--- src/rtl/weight_fetch_arbiter.sv ---
// weight_fetch_arbiter: shares the single memory read port between the RDN and
// DNN weight loaders. Engines are granted round-robin. Each granted load reads
// BEATS consecutive 512-bit lines, one read outstanding at a time. Each line is
// returned to its engine as eight 64-bit weights.
module weight_fetch_arbiter #(
  parameter int RDN_BEATS = 8,
  parameter int DNN_BEATS = 16,
  parameter int CNT_W     = 8
) (
  input  logic         clk,
  input  logic         rst,
  input  logic         rdn_req,
  input  logic [31:0]  rdn_base_addr,
  input  logic         dnn_req,
  input  logic [31:0]  dnn_base_addr,
  output logic         mem_read_request_valid,
  output logic [31:0]  mem_address,
  input  logic         mem_addr_accepted,
  input  logic         mem_data_valid,
  input  logic [511:0] mem_read_data,
  output logic [63:0]  rdn_weights [7:0],
  output logic         rdn_weight_vld,
  output logic         rdn_done,
  output logic [63:0]  dnn_weights [7:0],
  output logic         dnn_weight_vld,
  output logic         dnn_done
);

  typedef enum logic [1:0] {IDLE, REQ, WAIT_DATA, DONE} state_t;

  localparam logic ENG_RDN = 1'b0;
  localparam logic ENG_DNN = 1'b1;

  state_t           state_q, state_d;
  logic             grant_q, grant_d;
  logic             last_grant_q, last_grant_d;
  logic [CNT_W-1:0] beat_q, beat_d;
  logic [31:0]      addr_q, addr_d;
  logic             pick_dnn, last_beat;
  logic             cap_rdn_p0, cap_dnn_p0;
  logic             rdn_vld_p1, dnn_vld_p1;

  // Final beat of the current load depends on which engine owns it.
  function automatic logic is_last_beat(input logic eng, input logic [CNT_W-1:0] cnt);
    if (eng == ENG_DNN) return cnt == CNT_W'(DNN_BEATS - 1);
    return cnt == CNT_W'(RDN_BEATS - 1);
  endfunction

  // On a tie the engine that was not served last wins.
  assign pick_dnn   = (rdn_req && dnn_req) ? (last_grant_q == ENG_RDN) : dnn_req;
  assign last_beat  = is_last_beat(grant_q, beat_q);
  assign cap_rdn_p0 = (state_q == WAIT_DATA) && mem_data_valid && (grant_q == ENG_RDN);
  assign cap_dnn_p0 = (state_q == WAIT_DATA) && mem_data_valid && (grant_q == ENG_DNN);

  assign mem_read_request_valid = (state_q == REQ);
  assign mem_address            = addr_q;
  assign rdn_done               = (state_q == DONE) && (grant_q == ENG_RDN);
  assign dnn_done               = (state_q == DONE) && (grant_q == ENG_DNN);
  assign rdn_weight_vld         = rdn_vld_p1;
  assign dnn_weight_vld         = dnn_vld_p1;

  // Control state register; reset starts IDLE with DNN as last served.
  always_ff @(posedge clk) begin
    if (rst) begin
      state_q      <= IDLE;
      grant_q      <= ENG_RDN;
      last_grant_q <= ENG_DNN;
      beat_q       <= '0;
      addr_q       <= '0;
    end else begin
      state_q      <= state_d;
      grant_q      <= grant_d;
      last_grant_q <= last_grant_d;
      beat_q       <= beat_d;
      addr_q       <= addr_d;
    end
  end

  // Next-state logic: grant, issue one line read, wait for it, repeat.
  always_comb begin
    state_d      = state_q;
    grant_d      = grant_q;
    last_grant_d = last_grant_q;
    beat_d       = beat_q;
    addr_d       = addr_q;
    case (state_q)
      IDLE: begin
        if (rdn_req || dnn_req) begin
          grant_d = pick_dnn;
          addr_d  = pick_dnn ? dnn_base_addr : rdn_base_addr;
          beat_d  = '0;
          state_d = REQ;
        end
      end
      REQ: begin
        if (mem_addr_accepted) state_d = WAIT_DATA;
      end
      WAIT_DATA: begin
        if (mem_data_valid) begin
          if (last_beat) begin
            state_d = DONE;
          end else begin
            beat_d  = beat_q + CNT_W'(1);
            addr_d  = addr_q + 32'd1;
            state_d = REQ;
          end
        end
      end
      DONE: begin
        last_grant_d = grant_q;
        state_d      = IDLE;
      end
      default: state_d = IDLE;
    endcase
  end

  // Stage p0 -> p1: capture the returned line into the owning engine's weights.
  always_ff @(posedge clk) begin
    if (rst) begin
      rdn_vld_p1 <= 1'b0;
      dnn_vld_p1 <= 1'b0;
      for (int i = 0; i < 8; i++) begin
        rdn_weights[i] <= '0;
        dnn_weights[i] <= '0;
      end
    end else begin
      rdn_vld_p1 <= cap_rdn_p0;
      dnn_vld_p1 <= cap_dnn_p0;
      for (int i = 0; i < 8; i++) begin
        if (cap_rdn_p0) rdn_weights[i] <= mem_read_data[64*i +: 64];
        if (cap_dnn_p0) dnn_weights[i] <= mem_read_data[64*i +: 64];
      end
    end
  end

endmodule

--- config.mk ---
export PLATFORM = sky130hd
export DESIGN_NAME = weight_fetch_arbiter
export DESIGN_NICKNAME = d
export VERILOG_FILES = /design/src/rtl/weight_fetch_arbiter.sv
export SDC_FILE = /design/constraint.sdc
export NUM_CORES = 2
export LEC_CHECK = 0
export BUFFER_PORTS_ARGS = -buffer_cell sky130_fd_sc_hd__buf_2
export CAP_MARGIN = 10
export CORE_AREA = 2 2 647 649
export CTS_BUF_LIST = sky130_fd_sc_hd__clkbuf_8 sky130_fd_sc_hd__clkbuf_16
export CTS_CLUSTER_SIZE = 25
export DETAILED_ROUTE_END_ITERATION = 6
export DIE_AREA = 0 0 649 651
export PLACE_DENSITY_LB_ADDON = 0.1
export RECOVER_POWER = 25
export SLEW_MARGIN = 20
export SYNTH_ARGS = -nofsm -noshare
export SYNTH_HDL_FRONTEND = slang
export SYNTH_SLANG_ARGS = --single-unit
--- constraint.sdc ---
create_clock -name clk -period 2.33 [get_ports clk]
set_input_delay 0.1165 -clock clk [delete_from_list [all_inputs] [get_ports clk]]
set_output_delay 0.1165 -clock clk [all_outputs]
set_load 0.02 [all_outputs]
### Word level (Yosys, flattened, before mapping)

Cells that the tools add are included.

| word-level totals | value |
|---|---|
| input bits | 582 |
| bits in latches | 0 |
| memories | 0 |
| word-level logic and storage cells | 66 |
| output and inout bits | 1061 |
| memory bits (read-only) | 0 |
| bits in registers | 1070 |
| bits in writable memories | 0 |

| cells by class | value |
|---|---|
| equal/unequal tests | 9 |
| reduce and logical (&&, ||, !) cells | 12 |
| $lt $le $gt $ge | 0 |
| divide/modulo/power cells | 0 |
| multipliers | 0 |
| multiplexer cells | 18 |
| $add $sub $neg | 2 |
| shift-type cells | 0 |
| bitwise gates (word level) | 2 |

Operators by type and width:

| operator | count |
|---|---|
| $mux W32 | 4 |
| $pmux W32 S2 | 1 |
| $add A32 B1 Y32 const B | 1 |
| $mux W8 | 3 |
| $pmux W8 S2 | 1 |
| $add A8 B1 Y8 const B | 1 |
| $eq A8 B3 Y1 const B | 1 |
| $eq A8 B4 Y1 const B | 1 |
| $mux W2 | 4 |
| $pmux W2 S4 | 1 |
| $logic_and A1 B1 Y1 | 6 |
| $ne A2 B2 Y1 const B | 3 |
| $eq A2 B2 Y1 const B | 2 |
| $mux W1 | 4 |
| $reduce_and A4 Y1 | 1 |
| $reduce_and A3 Y1 | 1 |
| $eq A2 B1 Y1 const B | 1 |
| $logic_not A2 Y1 | 1 |
| $ne A2 B1 Y1 const B | 1 |
| $not A1 Y1 | 2 |
| $reduce_and A2 Y1 | 1 |
| $reduce_bool A2 Y1 | 1 |
| $logic_or A1 B1 Y1 | 1 |

### Depth between registers and ports, before layout

| logic depth | value |
|---|---|
| word-level depth | 6 |
| depth in mapped cells | 9 |
| gate-level depth less buffers | 6 |

### Least setup slack after synthesis

No wires, ideal clock.

| path | value |
|---|---|
| kind | register to register |
| from | reg addr_q[0] (netlist: mem_address[0]) |
| to | reg addr_q[22] (netlist: mem_address[22]) |
| library setup time | 0.132 ns |
| period minus slack after synthesis | 1.827 ns |
| slack | 0.503 ns |
| required time | 2.198 ns |
| cell stages (with the launch flop) | 8 |
| path buffers | 1 |
| data arrival time | 1.695 ns |
| path through | dfxtp_1 > ha_1 > and3_1 > and4_1 > buf_2 > a41oi_1 > o21ai_0 > a21oi_1 |

| between the ends | value |
|---|---|
| longest elaborated chain between the ends | 4 |

Ends and longest elaborated chain:

| what | line | text |
|---|---|---|
| start, declared | 38 | `logic [31:0] addr_q, addr_d;` |
| start signal, assigned | 75 | `addr_q <= addr_d;` |
| $add A32 B1 Y32 | 104 | `addr_d = addr_q + 32'd1;` |
| $mux W32 | 100 | `if (last_beat) begin` |
| $mux W32 | 99 | `if (mem_data_valid) begin` |
| $pmux W32 S2 | 86 | `case (state_q)` |

Every way passes these cells. The select of a mux whose other input is x is not followed.
A chain may end at the register's enable or synchronous reset.

### Worst setup path after layout

| path | value |
|---|---|
| from | reg state_q[0] |
| to | reg addr_q[28] (netlist: mem_address[28]) |

| between the ends | value |
|---|---|
| longest elaborated chain between the ends | 3 |
| elaborated cells on any way between the ends | 8 |
| classes of those cells | eq/ne (4); mux (1); reduce/logical (3) |

Ends and longest elaborated chain:

| what | line | text |
|---|---|---|
| start, declared | 34 | `state_t state_q, state_d;` |
| start signal, assigned | 71 | `state_q <= state_d;` |
| $eq A2 B2 Y1 / $logic_not A2 Y1 (equally long branches) | 86 |  |
| $ne A2 B2 Y1 (no source line) / $reduce_bool A2 Y1 (equally long branches) | - |  |
| $reduce_and A4 Y1 (no source line) | - |  |

Several ways; a longest one is shown, not always the timed one.

==> metrics.txt <==
drt initial violations=2527; initial antenna violation count=41; mapped cell area=0.0380 mm^2; minimum clock period=2.17 ns; Max FO, Critical Path=53; Pwr Density=724 mW/mm^2; RSZ-0062 raised after global routing=false; fillers=47800; root buf cell=clkbuf_16; residual DRC count=0; PortBufs=1642; drt first pass iters=7; Critical Path Start Type=flip-flop; Worst Max-Slew Pin Slew=0.801 ns; Clock Skews=0.0344 ns; Multi-input gate area=0.0149 mm^2; crit end category=flip-flop; Area Overhead vs Synth=73.3%; clk slew on worst S/H paths=0.06 ns; Core Region=0.415 mm^2; num ports=1643; Initial Utilization=0.0915; Die Ht=651 um; worst hold path stage count=4; Achievable Freq=462 MHz; placed cell count=11800; share of cells above drive strength 1=0.210; Hold Crit Start=mem_read_data[180]; setup violators final=0; Post-Layout Cell Count=12900; post-route ant nets=0; Min-Delay Path Class=input port to flip-flop; Yosys cell types=60; DP Worst Slack=0.290 ns; GRT Util Overall=0.134; Reg area=0.0214 mm^2; # nets final=7845; clk_lat worst skew=0.85 ns; r2r setup slk=0.16 ns; LEAKAGE=24.4 nW; routed vias/inst=3.34; CTS tree=done; Net Count, Synth=5471; DR vias=43100; wire per inst=23.0 um; overflow left after global routing=0; status=completed; die width=649 um; number of global-route vias before repair=43300; Crit Path Category=flip-flop to flip-flop; CP Launch Point=state_q[0]; clock sink count=1070; Final period util=0.930; fraction of registers with async set/reset=0; r2r worst-path depth=7; Post-synth EDFFs=0; max_slew headroom=0.466; Top FF cell, synth=dfxtp_1; routability cong.=0.829; Max Cap Viol=0; #FFs+latches synth=1070; Rows=237; Avg Cell Area, Syn=7.77 um^2; total CTS buffers=160; Final Hold Vio Count=0; total wire length=296000 um; sequential share of the synthesized area=0.564; full die area=0.422 mm^2; CP Data Required Time=3.03 ns; largest net degree at the start of global routing=106; CP Data Arrival Time=2.87 ns; final worst slack=0.164 ns; VDD IR max=455 uV; Cells after Synth=4887; r2r endpoint=mem_address[28]; Critical R2R Launch=state_q[0]; Bufs on Longest Clock Path=4; Tot Pwr=47.7 mW; number of H-tree levels=4; Sum Neg Setup Slack=0 ns; Pins Over Slew Limit=0; Hold EP=dnn_weights[180]; yosys synthesis warning count=0; Post-DP HPWL=234000 um; global-route wire length before repair=394000 um
[report_power, final]
part / internal, mW / leakage [nW] / total, mW / switching (mW)
clock: 14.5 / 2.72 / 24.5 / 10.0
sequential: 18.5 / 8.63 / 18.8 / 0.208
combinational: 1.82 / 13.1 / 4.36 / 2.53
[cells in the final DEF, fill, tap and decap left out, types with 5 or more instances in the layout]
master,n
nand4_1,18
clkbuf_1,519
nand2_1,2128
buf_12,66
clkinv_2,10
buf_4,111
nand3_1,24
and4_1,5
and2_1,8
dlygate4sd3_1,768
o21ai_1,18
nor3_1,21
buf_2,1123
a21oi_1,1081
diode_2,24
bufinv_16,7
dfxtp_1,1069
clkbuf_8,27
a31oi_1,7
a41oi_1,5
nor2_1,29
clkbuf_16,167
and3_1,13
inv_1,56
o21ai_0,15
[state kept, by name (all words and copies together), names as in the netlist]
name	flops
beat_q	8
dnn_weights	512
rdn_weight_vld	1
last_grant_q	1
mem_address	32
state_q	2
rdn_weights	512
grant_q	1
dnn_weight_vld	1
[critical path: stages, from the launching register on]
cell and delay, ns:
dfxtp_1 0.37, buf_4 0.19, nand2b_2 0.16, buf_12 0.26
nand3_1 0.20, dlygate4sd3_1 0.66, a21oi_1 0.15, nor3_1 0.05
[kinds of logic (layout without fill, tap and decap cells)]
kind of cell	count (synthesis)	after routing	share of synthesized area
simple gates	2274	2274	0.233
buf+inv	382	2870	0.0455
other cells	0	24	0
xor+xnor	7	7	0.00161
compound gates	1151	1151	0.155
flops	1070	1070	0.564
mux	1	1	0.000263
fa+ha+maj	2	2	0.000659
[Yosys cell counts (2+ instances only)]
cell type / n / area share
o211ai_1: 2 / 0.00040
inv_1: 3 / 0.00030
a21oi_1: 1081 / 0.14
o21bai_1: 2 / 0.00040
nor3_1: 21 / 0.0028
and4_1: 5 / 0.0012
and2_1: 8 / 0.0013
a31oi_1: 7 / 0.0012
clkbuf_1: 155 / 0.015
buf_1: 5 / 0.00049
xnor2_1: 3 / 0.00069
buf_4: 3 / 0.00059
dfxtp_1: 1070 / 0.56
o31ai_1: 2 / 0.00040
buf_6: 2 / 0.00059
nor3b_1: 2 / 0.00040
nand4_1: 18 / 0.0030
o21ai_1: 18 / 0.0024
nand4b_1: 2 / 0.00046
nand4_2: 2 / 0.00066
nand3_1: 25 / 0.0033
nand2_1: 2128 / 0.21
and3_1: 14 / 0.0023
xor2_1: 4 / 0.00092
nor4_1: 3 / 0.00049
o211a_1: 2 / 0.00053
nor2_1: 29 / 0.0029
a41o_1: 2 / 0.00053
o21ai_0: 15 / 0.0020
ha_1: 2 / 0.00066
nor4b_1: 3 / 0.00069
a31o_2: 4 / 0.00092
buf_2: 214 / 0.028
a41oi_1: 5 / 0.0012
[layer usage]
layer,track usage,routed length [um]
met1,0.158,121000
met4,0.0277,6320
met5,0,149
met2,0.241,149000
met3,0.0370,19300
[worst max path at each step]
stage / to / slack (ns) / depth (start not counted)
3_5_place_dp: rdn_weights[162] / 0.29 / 5
5_1_grt: mem_address[14] / 0.003 / 7
4_1_cts: mem_address[17] / 0.05 / 7
3_3_place_gp: rdn_weights[88] / 0.29 / 5
6_report: mem_address[28] / 0.16 / 7
2_1_floorplan: mem_address[22] / 0.50 / 7
[layout make-up]
cell class              count  share of cell area
multi-input cells        3435               0.226
clock inverters            82             0.00889
clock buffers             194              0.0691
flip-flops and latches   1070               0.325
inverters                   3            0.000171
diodes                     24            0.000912
repair buffers           2591               0.265
well taps                5497               0.104
[through the flow]
step                hold slack (ns)   util  cell area [um^2]
floorplan                     0.252      -             38000
global placement              0.371  0.129             53600
detailed placement            0.375  0.129             53600
CTS                       0.0000773  0.160             66400
global route                 0.0244  0.158             65800
finish                        0.118  0.158             65800
[what timing repair did]
item,4_1_cts,5_1_grt
resized for setup,0,3
buffers inserted,0,2
hold endpoints to repair,1067,0
hold buffers,768,0
setup endpoints to repair,0,10
Power figures use the tool's default switching activity.
